[config.mk]
export PLATFORM = sky130hd
export DESIGN_NAME = serial_bus_arbiter_n
export DESIGN_NICKNAME = d
export VERILOG_FILES = /design/src/rtl/serial_bus_arbiter_n.sv
export SDC_FILE = /design/constraint.sdc
export NUM_CORES = 1
export LEC_CHECK = 0
export BUFFER_PORTS_ARGS = -buffer_cell sky130_fd_sc_hd__buf_2
export CAP_MARGIN = 20
export CORE_ASPECT_RATIO = 0.7
export CORE_MARGIN = 1.5
export CORE_UTILIZATION = 47
export CTS_BUF_LIST = sky130_fd_sc_hd__clkbuf_8 sky130_fd_sc_hd__clkbuf_16
export CTS_CLUSTER_DIAMETER = 60
export DETAILED_ROUTE_END_ITERATION = 10
export PLACE_DENSITY = 0.68
export RECOVER_POWER = 50
export SYNTH_ARGS = -nofsm -noshare
export SYNTH_HDL_FRONTEND = slang
export SYNTH_SLANG_ARGS = --single-unit
[constraint.sdc]
create_clock -name clk -period 1.9 [get_ports clk]
set_input_delay 0.095 -clock clk [delete_from_list [all_inputs] [get_ports clk]]
set_output_delay 0.095 -clock clk [all_outputs]
set_load 0.02 [all_outputs]
[src/rtl/serial_bus_arbiter_n.sv]
// N-master serial bus arbiter: start-bit detection, fixed/round-robin grant,
// MSB-first address deserialisation and slave-response timeout.
module serial_bus_arbiter_n #(
    parameter int NUM_MASTERS = 2,
    parameter int ADDR_WIDTH  = 14,
    parameter int RR_MODE     = 0,
    parameter int TIMEOUT     = 64
) (
    input  logic                           clk,
    input  logic                           rst,
    input  logic [NUM_MASTERS-1:0]         m_tx,
    output logic [NUM_MASTERS-1:0]         m_rx,
    input  logic                           s_rx,
    output logic                           bus_tx,
    output logic [NUM_MASTERS-1:0]         grant,
    output logic [$clog2(NUM_MASTERS)-1:0] grant_id,
    output logic [ADDR_WIDTH-1:0]          addr,
    output logic                           addr_rdy,
    input  logic                           slv_ready,
    input  logic                           xfer_done,
    output logic                           addr_err,
    output logic                           busy
);

    localparam int GW = $clog2(NUM_MASTERS);
    localparam int BW = $clog2(ADDR_WIDTH + 1);
    localparam int TW = (TIMEOUT > 0) ? $clog2(TIMEOUT + 1) : 1;

    typedef enum logic [1:0] {IDLE, ADDR, WAIT_SLV, CONNECTED} state_t;

    state_t                  state_q, state_d;
    logic [NUM_MASTERS-1:0]  grant_q, grant_d;
    logic [GW-1:0]           gid_q, gid_d;
    logic [GW-1:0]           last_q, last_d;
    logic [ADDR_WIDTH-1:0]   addr_q, addr_d;
    logic [ADDR_WIDTH-2:0]   sh_q, sh_d;
    logic                    rdy_q, rdy_d;
    logic                    err_q, err_d;
    logic [BW-1:0]           bcnt_q, bcnt_d;
    logic [TW-1:0]           tcnt_q, tcnt_d;

    logic [NUM_MASTERS-1:0]  req;
    logic [GW-1:0]           win;
    logic                    found;
    logic [ADDR_WIDTH-1:0]   shifted;

    // Winner search: RR rotates the starting point to just past the last grant.
    always_comb begin
        int unsigned idx;
        req   = ~m_tx;
        win   = '0;
        found = 1'b0;
        idx   = 0;
        for (int unsigned k = 0; k < NUM_MASTERS; k++) begin
            if (RR_MODE != 0)
                idx = (int'(last_q) + 1 + k) % NUM_MASTERS;
            else
                idx = k;
            if (!found && req[idx]) begin
                found = 1'b1;
                win   = idx[GW-1:0];
            end
        end
    end

    always_comb begin
        state_d = state_q;
        grant_d = grant_q;
        gid_d   = gid_q;
        last_d  = last_q;
        addr_d  = addr_q;
        sh_d    = sh_q;
        rdy_d   = 1'b0;
        err_d   = 1'b0;
        bcnt_d  = bcnt_q;
        tcnt_d  = tcnt_q;
        shifted = {sh_q, m_tx[gid_q]};
        case (state_q)
            IDLE: begin
                if (found) begin
                    grant_d      = '0;
                    grant_d[win] = 1'b1;
                    gid_d        = win;
                    bcnt_d       = '0;
                    state_d      = ADDR;
                end
            end
            ADDR: begin
                sh_d   = shifted[ADDR_WIDTH-2:0];
                bcnt_d = bcnt_q + 1'b1;
                if (int'(bcnt_q) == ADDR_WIDTH - 1) begin
                    addr_d  = shifted;
                    rdy_d   = 1'b1;
                    tcnt_d  = '0;
                    state_d = WAIT_SLV;
                end
            end
            WAIT_SLV: begin
                // slv_ready takes precedence over a timeout firing in the same cycle.
                if (slv_ready) begin
                    state_d = CONNECTED;
                end else if (TIMEOUT != 0) begin
                    tcnt_d = tcnt_q + 1'b1;
                    if (int'(tcnt_q) + 1 == TIMEOUT) begin
                        err_d   = 1'b1;
                        grant_d = '0;
                        gid_d   = '0;
                        last_d  = gid_q;
                        state_d = IDLE;
                    end
                end
            end
            CONNECTED: begin
                if (xfer_done) begin
                    grant_d = '0;
                    gid_d   = '0;
                    last_d  = gid_q;
                    state_d = IDLE;
                end
            end
            default: state_d = IDLE;
        endcase
    end

    always_ff @(posedge clk) begin
        if (rst) begin
            state_q <= IDLE;
            grant_q <= '0;
            gid_q   <= '0;
            last_q  <= GW'(NUM_MASTERS - 1);
            addr_q  <= '0;
            sh_q    <= '0;
            rdy_q   <= 1'b0;
            err_q   <= 1'b0;
            bcnt_q  <= '0;
            tcnt_q  <= '0;
        end else begin
            state_q <= state_d;
            grant_q <= grant_d;
            gid_q   <= gid_d;
            last_q  <= last_d;
            addr_q  <= addr_d;
            sh_q    <= sh_d;
            rdy_q   <= rdy_d;
            err_q   <= err_d;
            bcnt_q  <= bcnt_d;
            tcnt_q  <= tcnt_d;
        end
    end

    assign grant    = grant_q;
    assign grant_id = gid_q;
    assign addr     = addr_q;
    assign addr_rdy = rdy_q;
    assign addr_err = err_q;
    assign busy     = (state_q != IDLE);
    assign bus_tx   = (|grant_q) ? m_tx[gid_q] : 1'b1;
    assign m_rx     = ~grant_q | {NUM_MASTERS{s_rx}};

endmodule

Yosys cells after proc, flatten, opt, wreduce, memory -nomap -nowiden
Index checks and enable logic that the tools add are counted.
- bits of input ports: 7
- output and inout port bits: 23
- bits in registers: 45
- word-level logic and storage cells: 76
- equality and inequality tests: 11
- muxes and demuxes: 29
- reductions and logical operators: 16
- bitwise gates (word level): 5
- magnitude comparators: 3
- add/sub/neg operators: 3
- operators by type and width (operator ; number):
    $mux W2 ; 7
    $mux W7 ; 2
    $pmux W7 S2 ; 1
    $mux W1 ; 13
    $ne A2 B2 Y1 const B ; 5
    $add A7 B1 Y8 const B ; 1
    $eq A8 B7 Y1 const B ; 1
    $pmux W2 S4 ; 1
    $pmux W4 S2 ; 1
    $add A7 B1 Y7 const B ; 1
    $pmux W2 S3 ; 1
    $reduce_bool A2 Y1 ; 3
    $reduce_and A5 Y1 ; 1
    $add A4 B1 Y4 const B ; 1
    $eq A2 B2 Y1 const B ; 2
    $eq A4 B3 Y1 const B ; 1
    $lt A1 B2 Y1 const B ; 2
    $mux W4 ; 1
    $not A2 Y2 ; 2
    $reduce_and A2 Y1 ; 2
    $reduce_and A4 Y1 ; 1
    $reduce_or A2 Y1 ; 2
    $ne A3 B3 Y1 const B ; 1
    $pmux W1 S3 ; 1
    11 further kinds ; 13

Depth between registers and ports, before layout
Gate-level depths: netlist of run 1.
- depth in word-level cells: 11
- gate-level depth with buffers: 8
- mapped depth without buffers: 6

Worst setup path after synthesis of run 1
OpenSTA, ideal clock, no wires.
- kind: reg2reg
- from: register state_q[1]
- to: register tcnt_q[6]
- path slack: 0.416 ns
- data arrival time: 1.413 ns
- data required time: 1.830 ns
- buffers on the path: 1
- stages on the path, launching flop included: 5
- setup time: 0.070 ns
- clock period less this slack: 1.484 ns
- cell sequence: dfxtp_1 > or3b_1 > clkbuf_2 > or4_1 > a21oi_1
- word-level cells in the longest chain between the ends: 3
- elaborated cells between the ends (all ways): 7
- those cells by class: 4 x eq/ne; 1 x mux; 2 x reduce/logical
- ends and longest elaborated chain (what ; line ; text):
    from (decl) ; 31 ; state_t state_q, state_d;
    from (signal assigned) ; 138 ; state_q <= state_d;
    $eq A2 B2 Y1 / $eq A2 B1 Y1 (equally long branches) ; 78 ; case (state_q)
    $ne A2 B2 Y1 (no source line) / $reduce_bool A2 Y1 (equally long branches) ; n/a ;
    $reduce_and A3 Y1 (no source line) ; n/a ;
    to (signal assigned) ; 147 ; tcnt_q <= tcnt_d;
    to (decl) ; 40 ; logic [TW-1:0] tcnt_q, tcnt_d;
Several ways; a longest one is shown, not always the timed one.
A chain may end at the register's enable or synchronous reset.

Final worst setup path of run 1
- from: register state_q[1]
- to: register grant_q[0], in the netlist grant[0]
- word-level cells in the longest chain between the ends: 3
- elaborated cells between the ends (all ways): 10
- those cells by class: 6 x eq/ne; 1 x mux; 3 x reduce/logical
- ends and longest elaborated chain (what ; line ; text):
    $eq A2 B2 Y1 / $logic_not A2 Y1 (equally long branches) ; 78 ;
    $ne A2 B2 Y1 (no source line) / $reduce_bool A3 Y1 (equally long branches) ; n/a ;
    $reduce_and A5 Y1 (no source line) ; n/a ;
    to (signal assigned) ; 139 ; grant_q <= grant_d;
    to (decl) ; 32 ; logic [NUM_MASTERS-1:0] grant_q, grant_d;
Several ways; a longest one is shown, not always the timed one.

==> reports/qor.csv, run 1 <==
stage,metric,value,unit
placed_design,port buffer count,29,
layout,FILL cells,363,
timing,Final TNS setup,0,ns
detailed_routing,Routed WL per cell,12.4,um
yosys,Most used DFF post-synth,dfxtp_1,
layout,area grow syn2layout,14.8,%
yosys,Synth area leaders,"dfxtp_1, nand2_1, a21oi_1",
layout,fin nets,266,
outcome,status,completed,
detailed_routing,detailed-route via count,1592,
yosys,Yosys cell types,31,
critical_path,Startpoint Class,flip-flop,
clock_tree,CTS Sinks,44,
timing,Max Slew Vio Count,0,
clock_tree,Num CTS Buffers,5,
detailed_routing,Routed WL,3.79,mm
floorplanning,die height,55.1,um
power,Power Total,1.73,mW
clock_tree,cts repair resizes,0,
layout,Post-Route Utilization,0.577,
flow_run,Max Cap Viol,0,
yosys,post-synth net total,238,
power,Sequential Power Share,0.544,
timing,WHS,0.108,ns
critical_path,Worst EP arrival,1.81,ns
global_route,first-pass GRT wire length,6.24,mm
yosys,post-synth top area share,0.483,
power,Logic pwr share,0.058,
yosys,Synth area leader,dfxtp_1,
clock_tree,Worst-Skew Late Latency,0.29,ns
critical_path,crit-path max FO,6,
layout,share of cells above drive strength 1,0.0973,
timing,fmax,618,MHz
yosys,Gate Count Post-Synth,228,
placed_design,dpl cells,299,
yosys,syn_area_per_cell,8.00,um^2
yosys,register area share after synthesis,0.483,
floorplanning,Initial Utilization,0.503,
detailed_routing,DRT Pass-1 Iters,4,
global_route,Congestion Overflow GR,0,
global_route,largest net degree at the start of global routing,32,
floorplanning,# rows,18,
critical_path,Critical Path End Type,flip-flop,
yosys,post-synthesis cell area,1820,um^2
critical_path,critical path class,flip-flop to flip-flop,
timing,Relative slew margins,0.622,
floorplanning,Die Wd,77.4,um
critical_path,WP data required,2.09,ns
yosys,most frequent cells after synthesis,"nand2_1, dfxtp_1, a21oi_1, nor2_1, clkbuf_1",
placed_design,GPL Wtd Cong,0.771,
power,Int Pwr,1.35,mW
power,clock share of power,0.398,
yosys,"EDFF count, synth",0,
yosys,synth warn,0,
timing,clock skew,0.00679,ns
detailed_routing,Vias/cell,5.19,
hold_path,worst hold path type,input pin to flip-flop,
clock_tree,hold-fix buffers at CTS,0,
floorplanning,Die ar.,4270,um^2
timing,unrepaired setup endpoints after global routing,false,
power,PwrDens,827,nW/um^2
global_route,Total GRT Usage,0.192,
detailed_routing,DRT iter0 DRCs,76,
power,Switching Share,0.220,
detailed_routing,Final ANT Viol Nets,0,
layout,Antenna diodes,0,
power,VDD IR-drop max,0.418,mV
detailed_routing,Residual DRC,0,
yosys,"FFs w/ async S/R, synth",0,
layout,Final Non-Filler Cells,307,
clock_tree,"CTS clk-pin slew, worst paths",0.08,ns
floorplanning,# IOs,30,
power,Lkg Pwr,0.727,nW
timing,setup violators final,0,
layout,register area,881,um^2
timing,Fin. Hold Viols,0,
clock_tree,# Post-CTS Setup Buffers,0,
clock_tree,CTS Buffer Depth,2,
clock_tree,# H-tree levels,2,
global_route,initial antenna violation count,0,
timing,Period minus WS final,1.62,ns
timing,Final Cycle Share,0.852,
clock_tree,TritonCTS clock tree,built,
placed_design,hpwl dp,2.65,mm
timing,actual slew at the worst max-slew pin,0.567,ns
yosys,"flops & latches, synth",44,
global_route,vias in the first global route,1337,
power,Psw,381,uW
clock_tree,CTS root buf,clkbuf_8,
yosys,"count leader, synth",nand2_1,
layout,multi-input logic area,848,um^2
floorplanning,core area,3630,um^2
## registers in the layout, summed over array words and instances (netlist names)
register  count
grant         2
addr_rdy      1
tcnt_q        7
addr         14
addr_err      1
sh_q         13
state_q       2
bcnt_q        4
## critical path: stages, from the launching register on
cell     delay [ns]
dfxtp_1        0.40
or3b_1         0.46
nor2_1         0.24
o21ai_0        0.17
a41o_1         0.25
## per-stage QoR
stage | cell area, um^2 | setup slack, ns
floorplan | 1820 | 0.416
detailed placement | 2020 | 0.300
CTS | 2130 | 0.288
finish | 2090 | 0.282
global route | 2090 | 0.160
global placement | 2020 | 0.342
## worst paths after layout
path / startpoint / to / slack (ns) / cells past startpoint
worst max-delay path: state_q[1]$_SDFFE_PP0P_ / grant[0]$_SDFFE_PP0P_ / 0.28 / 4
worst max register to register: state_q[1]$_SDFFE_PP0P_ / grant[0]$_SDFFE_PP0P_ / 0.28 / 4
worst min register to register: addr[7]$_SDFFE_PP0P_ / addr[7]$_SDFFE_PP0P_ / 0.45 / 2
worst min-delay path: m_tx[0] / grant[1]$_SDFFE_PP0P_ / 0.11 / 3
## power by group through the flow
| stage | sequential (mW) | combinational, mW | clock (mW) |
|---|---|---|---|
| floorplan | 0.964 | 0.0685 | 0 |
| global placement | 0.963 | 0.103 | 0 |
| global route | 0.944 | 0.111 | 0.750 |
| CTS | 0.941 | 0.104 | 0.709 |
| finish | 0.942 | 0.100 | 0.689 |
| detailed placement | 0.963 | 0.104 | 0 |
## placed cells by master (no fill, tap or decap), types with 5 or more instances in the layout
master    instances
a211oi_1          6
a21oi_1          39
buf_2             8
buf_4             7
clkbuf_1         23
clkbuf_8          5
dfxtp_1          44
inv_1             5
nand2_1          54
nand3_1           8
nor2_1           15
o21ai_0           6
## final cells by class
cell class | instances | area share
Timing Repair Buffer | 38 | 0.0855
Clock inverter | 3 | 0.0185
Multi-Input combinational cell | 163 | 0.405
Sequential cell | 44 | 0.421
Tap cell | 50 | 0.0299
Inverter | 4 | 0.00717
Clock buffer | 5 | 0.0329
## metal layers
layer / vias to the layer above / GRT usage / part of all wire
li1: 829 / - / -
met1: 720 / 0.273 / 0.54
met2: 41 / 0.270 / 0.39
met3: 2 / 0.0607 / 0.066
met4: 0 / 0.0727 / 0.0050
met5: - / 0 / 0
## cell families (layout without fill, tap and decap cells)
family,count (synthesis),in the layout,share of synthesized area
and+or+nand+nor,99,99,0.245
DFF,44,44,0.483
AOI/OAI and AO/OA,59,59,0.182
adders and majority gates,3,3,0.0206
buffers and inverters,21,50,0.0515
muxes,2,2,0.0178
No activity file was read; power rests on OpenSTA's default activity.
==> run 2: changes to the inputs <==
Settings changed: CORE_UTILIZATION 47 to 38, PLACE_DENSITY 0.68 to unset.
Clock period 1.9 ns to 1.56 ns, I/O delays scaled along.
==> run 2 against run 1 <==
Die area rose by 23%. Count of clock-buffer cells in the layout did not move. Cell count rose by 3.6%. Utilization fell by 9.0 points. Hold slack got worse by 0.012 ns. Largest power group unchanged. Highest routed layer unchanged.
==> reports/qor.csv, run 2 (same netlist as run 1, synthesis figures left out) <==
stage,metric,value,unit,change
power,Psw,452,uW,+19%
layout,max FFs per register,14,,unchanged
timing,unrepaired setup endpoints after global routing,false,,
clock_tree,# H-tree levels,2,,unchanged
hold_path,hold path endpoint,grant[1]$_SDFFE_PP0P_,,
detailed_routing,Final ANT Viol Nets,0,,unchanged
floorplanning,Initial Utilization,0.407,,-0.0958
timing,Final TNS setup,0,ns,unchanged
critical_path,origin of the critical flop-to-flop path,state_q[0]$_SDFFE_PP0P_,,
clock_tree,Worst-Skew Late Latency,0.29,ns,about the same
timing,Period minus WS final,1.50,ns,-0.116 ns
layout,Final Non-Filler Cells,318,,+3.6%
placed_design,Post-Place Worst Slack,0.0595,ns,-0.240 ns
placed_design,GPL Wtd Cong,0.792,,+2.7%
floorplanning,# IOs,30,,unchanged
timing,setup violators final,0,,unchanged
floorplanning,Die Wd,85.8,um,+11%
critical_path,FF-to-FF setup slack,0.06,ns,-0.22 ns
power,Int Pwr,1.65,mW,+22%
timing,fmax,666,MHz,+7.7%
power,Power Total,2.10,mW,+21%
hold_path,hold depth,3,,unchanged
placed_design,hpwl dp,2.77,mm,+4.5%
power,Lkg Pwr,0.776,nW,+6.8%
flow_run,Max Cap Viol,0,,unchanged
hold_path,hold_sp,m_tx[0],,
timing,Fin. Hold Viols,0,,unchanged
timing,worst setup margin,0.0579,ns,-0.224 ns
power,clock share of power,0.388,,-0.010
critical_path,Startpoint Class,flip-flop,,
floorplanning,die height,61.0,um,+11%
timing,Max Slew Vio Count,0,,unchanged
layout,most frequent cells in the layout,"nand2_1, dfxtp_1, a21oi_1",,
global_route,initial antenna violation count,0,,unchanged
detailed_routing,Routed WL,3.90,mm,+2.9%
power,VDD IR-drop max,0.604,mV,+44%
power,Logic pwr share,0.065,,+0.007
global_route,Total GRT Usage,0.160,,-0.0313
floorplanning,# rows,20,,+2
detailed_routing,Routed WL per cell,12.3,um,-0.68%
outcome,status,completed,,
global_route,first-pass GRT wire length,6.35,mm,+1.7%
floorplanning,core area,4480,um^2,+24%
global_route,largest net degree at the start of global routing,33,,+3.1%
clock_tree,CTS Sinks,44,,unchanged
clock_tree,CTS root buf,clkbuf_8,,
layout,"commonest non-fill, non-tap cell in the layout",nand2_1,,
placed_design,port buffer count,29,,unchanged
timing,clock skew,0.00382,ns,-0.00297 ns
critical_path,Worst EP arrival,1.67,ns,-0.14 ns
critical_path,r2r worst-path depth,5,,+1
power,Sequential Power Share,0.547,,+0.003
layout,share of cells above drive strength 1,0.129,,+0.0320
layout,Post-Route Utilization,0.487,,-0.0901
clock_tree,hold-fix buffers at CTS,0,,unchanged
clock_tree,Num CTS Buffers,5,,unchanged
critical_path,reg2reg end,tcnt_q[2]$_SDFFE_PP0P_,,
timing,Relative slew margins,0.754,,+0.132
layout,fin nets,274,,+3.0%
timing,actual slew at the worst max-slew pin,0.365,ns,-0.201 ns
hold_path,worst hold path type,input pin to flip-flop,,
layout,FILL cells,456,,+26%
global_route,vias in the first global route,1305,,-2.4%
critical_path,crit-path max FO,6,,unchanged
clock_tree,CTS Buffer Depth,2,,unchanged
placed_design,dpl cells,312,,+4.3%
timing,Final Cycle Share,0.963,,+0.111
critical_path,WP data required,1.72,ns,-0.37 ns
detailed_routing,Residual DRC,0,,unchanged
clock_tree,TritonCTS clock tree,built,,
detailed_routing,DRT Pass-1 Iters,5,,+1
critical_path,Critical Path End Type,flip-flop,,
detailed_routing,DRT iter0 DRCs,45,,-41%
layout,Antenna diodes,0,,unchanged
layout,area grow syn2layout,19.7,%,
detailed_routing,Vias/cell,5.04,,-2.9%
detailed_routing,detailed-route via count,1602,,+0.63%
power,Switching Share,0.216,,-0.00458
global_route,Congestion Overflow GR,0,,unchanged
clock_tree,"CTS clk-pin slew, worst paths",0.08,ns,about the same
critical_path,critical path class,flip-flop to flip-flop,,
floorplanning,Die ar.,5230,um^2,+23%
power,PwrDens,961,nW/um^2,+16%
-- run 2: area by class of cell --
cell class | count | area [um^2] | share of cell area
Clock buffer | 5 | 68.8 | 0.0315
Clock inverter | 1 | 30.0 | 0.0138
Inverter | 4 | 15.0 | 0.00688
Multi-Input combinational cell | 163 | 851 | 0.390
Sequential cell | 44 | 881 | 0.404
Tap cell | 55 | 68.8 | 0.0315
Timing Repair Buffer | 46 | 268 | 0.123
-- run 2: power groups by stage --
stage | registers (mW) | logic, mW | clock network, mW
floorplan | 1.17 | 0.0835 | 0
global placement | 1.17 | 0.139 | 0
detailed placement | 1.17 | 0.139 | 0
CTS | 1.15 | 0.140 | 0.843
global route | 1.15 | 0.151 | 0.891
finish | 1.15 | 0.137 | 0.815
-- run 2: worst max-delay path by stage --
stage                     slack (ns)                    start                endpoint
after floorplan                 0.08  state_q[1]$_SDFFE_PP0P_  tcnt_q[6]$_SDFFE_PP0P_
after global placement          0.06  state_q[0]$_SDFFE_PP0P_  tcnt_q[2]$_SDFFE_PP0P_
final                           0.06  state_q[0]$_SDFFE_PP0P_  tcnt_q[2]$_SDFFE_PP0P_
after CTS                       0.04  state_q[0]$_SDFFE_PP0P_  tcnt_q[2]$_SDFFE_PP0P_
after global routing           0.006  state_q[0]$_SDFFE_PP0P_  tcnt_q[2]$_SDFFE_PP0P_
after detailed placement        0.06  state_q[0]$_SDFFE_PP0P_  tcnt_q[2]$_SDFFE_PP0P_
-- run 2: worst max-delay path: stages, from the launching register on --
cell,delay (ns)
dfxtp_1,0.36
or3b_4,0.41
buf_4,0.16
o21a_1,0.17
o21ai_0,0.18
a21oi_1,0.09
-- run 2: metal layers --
| metal | track usage | part of all wire |
|---|---|---|
| met3 | 0.0449 | 0.040 |
| met2 | 0.207 | 0.39 |
| met1 | 0.247 | 0.56 |
| met5 | 0 | 0 |
| met4 | 0.0622 | 0.0064 |
-- run 2: repair_timing --
item / CTS / global route
resized for setup: 0 / 2
endpoints found under the setup margin: 0 / 5
setup buffers: 0 / 0
-- run 2: metrics by stage --
step | instance area [um^2] | hold WS (ns)
after floorplan | 1820 | 0.208
after global placement | 2110 | 0.395
after detailed placement | 2110 | 0.399
after CTS | 2210 | 0.0931
after global routing | 2180 | 0.129
final | 2180 | 0.0958
==> run 3: changes to the inputs <==
Settings changed: RECOVER_POWER 50 to 100, SKIP_CTS_REPAIR_TIMING set to 1.
==> run 3 against run 2 <==
Clock skew shrank 0.00099 ns. Sequential share of layout area about the same. Global-route usage stayed put. Combinational power about the same. Cell count unchanged. First-iteration DRC count shrank 2.2%. Hold slack about the same. Critical path type unchanged. Largest power group unchanged.
==> reports/qor.csv, run 3 (same netlist as run 1, synthesis figures left out) <==
stage,metric,value,unit,change
clock_tree,CTS Sinks,44,,unchanged
detailed_routing,Routed WL per cell,12.3,um,+0.10%
floorplanning,# IOs,30,,unchanged
power,Switching Share,0.216,,+0.000729
placed_design,hpwl dp,2.77,mm,unchanged
global_route,initial antenna violation count,0,,unchanged
clock_tree,Worst-Skew Late Latency,0.29,ns,about the same
power,Power Total,2.10,mW,about the same
timing,setup violators final,0,,unchanged
placed_design,port buffer count,29,,unchanged
clock_tree,"CTS clk-pin slew, worst paths",0.08,ns,about the same
clock_tree,Num CTS Buffers,5,,unchanged
clock_tree,TritonCTS clock tree,built,,
floorplanning,core area,4480,um^2,unchanged
critical_path,Startpoint Class,flip-flop,,
layout,max FFs per register,14,,unchanged
layout,area grow syn2layout,19.6,%,about the same
detailed_routing,DRT Pass-1 Iters,5,,unchanged
timing,Fin. Hold Viols,0,,unchanged
clock_tree,CTS Buffer Depth,2,,unchanged
detailed_routing,Final ANT Viol Nets,0,,unchanged
floorplanning,Initial Utilization,0.407,,unchanged
layout,multi-input logic area,851,um^2,unchanged
floorplanning,# rows,20,,unchanged
detailed_routing,Vias/cell,5.04,,+0.12%
timing,Relative slew margins,0.755,,+0.00152
clock_tree,CTS root buf,clkbuf_8,,
power,Logic pwr share,0.065,,about the same
timing,Final TNS setup,0,ns,unchanged
global_route,Total GRT Usage,0.160,,unchanged
power,PwrDens,962,nW/um^2,+0.11%
timing,actual slew at the worst max-slew pin,0.363,ns,-0.00225 ns
global_route,largest net degree at the start of global routing,33,,unchanged
global_route,vias in the first global route,1305,,unchanged
critical_path,Worst EP arrival,1.73,ns,+0.06 ns
flow_run,Max Cap Viol,0,,unchanged
floorplanning,Die ar.,5230,um^2,unchanged
timing,Max Slew Vio Count,0,,unchanged
hold_path,worst hold path type,input pin to flip-flop,,
floorplanning,die height,61.0,um,unchanged
detailed_routing,DRT iter0 DRCs,44,,-2.2%
layout,Antenna diodes,0,,unchanged
layout,share of cells above drive strength 1,0.125,,-0.00380
critical_path,crit-path max FO,5,,-1
power,Psw,454,uW,+0.39%
placed_design,dpl cells,312,,unchanged
outcome,status,completed,,
power,clock share of power,0.389,,about the same
power,Sequential Power Share,0.546,,about the same
layout,fin nets,274,,unchanged
layout,register area,881,um^2,unchanged
global_route,first-pass GRT wire length,6.35,mm,unchanged
power,VDD IR-drop max,0.607,mV,+0.52%
timing,fmax,666,MHz,about the same
detailed_routing,Routed WL,3.91,mm,+0.10%
layout,FILL cells,455,,-0.22%
critical_path,Critical Path End Type,flip-flop,,
timing,clock skew,0.00282,ns,-0.000995 ns
detailed_routing,Residual DRC,0,,unchanged
detailed_routing,detailed-route via count,1604,,+0.12%
power,Lkg Pwr,0.772,nW,-0.53%
layout,Final Non-Filler Cells,318,,unchanged
timing,unrepaired setup endpoints after global routing,false,,
layout,"commonest non-fill, non-tap cell in the layout",nand2_1,,
timing,Final Cycle Share,0.962,,about the same
layout,most frequent cells in the layout,"nand2_1, dfxtp_1, a21oi_1",,
power,Int Pwr,1.64,mW,about the same
floorplanning,Die Wd,85.8,um,unchanged
layout,Post-Route Utilization,0.487,,about the same
critical_path,critical path class,flip-flop to flip-flop,,
placed_design,GPL Wtd Cong,0.792,,unchanged
global_route,Congestion Overflow GR,0,,unchanged
timing,Period minus WS final,1.50,ns,-0.000916 ns
critical_path,WP data required,1.78,ns,+0.06 ns
clock_tree,# H-tree levels,2,,unchanged
## run 3: stage by stage
| stage | cell area, um^2 | hold slack, ns | worst slack, ns |
|---|---|---|---|
| after floorplan | 1820 | 0.208 | 0.0763 |
| after global placement | 2110 | 0.395 | 0.0639 |
| after detailed placement | 2110 | 0.399 | 0.0595 |
| after CTS | 2210 | 0.0931 | 0.0444 |
| after global routing | 2180 | 0.129 | 0.00624 |
| final | 2180 | 0.0957 | 0.0588 |
## run 3: path summary, 6_finish.rpt
kind | startpoint | to | slack, ns | cells after the start
worst min register to register | addr[10]$_SDFFE_PP0P_ | addr[10]$_SDFFE_PP0P_ | 0.46 | 2
worst max-delay path | state_q[0]$_SDFFE_PP0P_ | tcnt_q[6]$_SDFFE_PP0P_ | 0.06 | 3
worst min-delay path | m_tx[0] | grant[1]$_SDFFE_PP0P_ | 0.1 | 3
worst max register to register | state_q[0]$_SDFFE_PP0P_ | tcnt_q[6]$_SDFFE_PP0P_ | 0.06 | 3
## run 3: worst max-delay path, cell delays in order, from the launching register on
cell and delay, ns:
dfxtp_1 0.36, or3b_4 0.41, or4_1 0.52, a21oi_1 0.15
## run 3: per-layer routing
layer  wire length (um)  share of wire  global-route usage
met1               2190           0.56               0.247
met2               1520           0.39               0.207
met3                168          0.043              0.0449
met4                 25         0.0064              0.0622
met5                  0              0                   0
## run 3: layout make-up
class	count	share of cell area
sequential	44	0.404
clock buffer	5	0.0316
timing repair buffer	46	0.122
clock inverter	1	0.0138
inverter	4	0.00688
tap	55	0.0316
multi-input combinational	163	0.390
## run 3: power by group through the flow
| stage | Sequential, mW | Clock (mW) | Combinational (mW) |
|---|---|---|---|
| 2_1_floorplan | 1.17 | 0 | 0.0835 |
| 3_3_place_gp | 1.17 | 0 | 0.139 |
| 3_5_place_dp | 1.17 | 0 | 0.139 |
| 4_1_cts | 1.15 | 0.843 | 0.140 |
| 5_1_grt | 1.15 | 0.891 | 0.151 |
| 6_report | 1.15 | 0.816 | 0.136 |
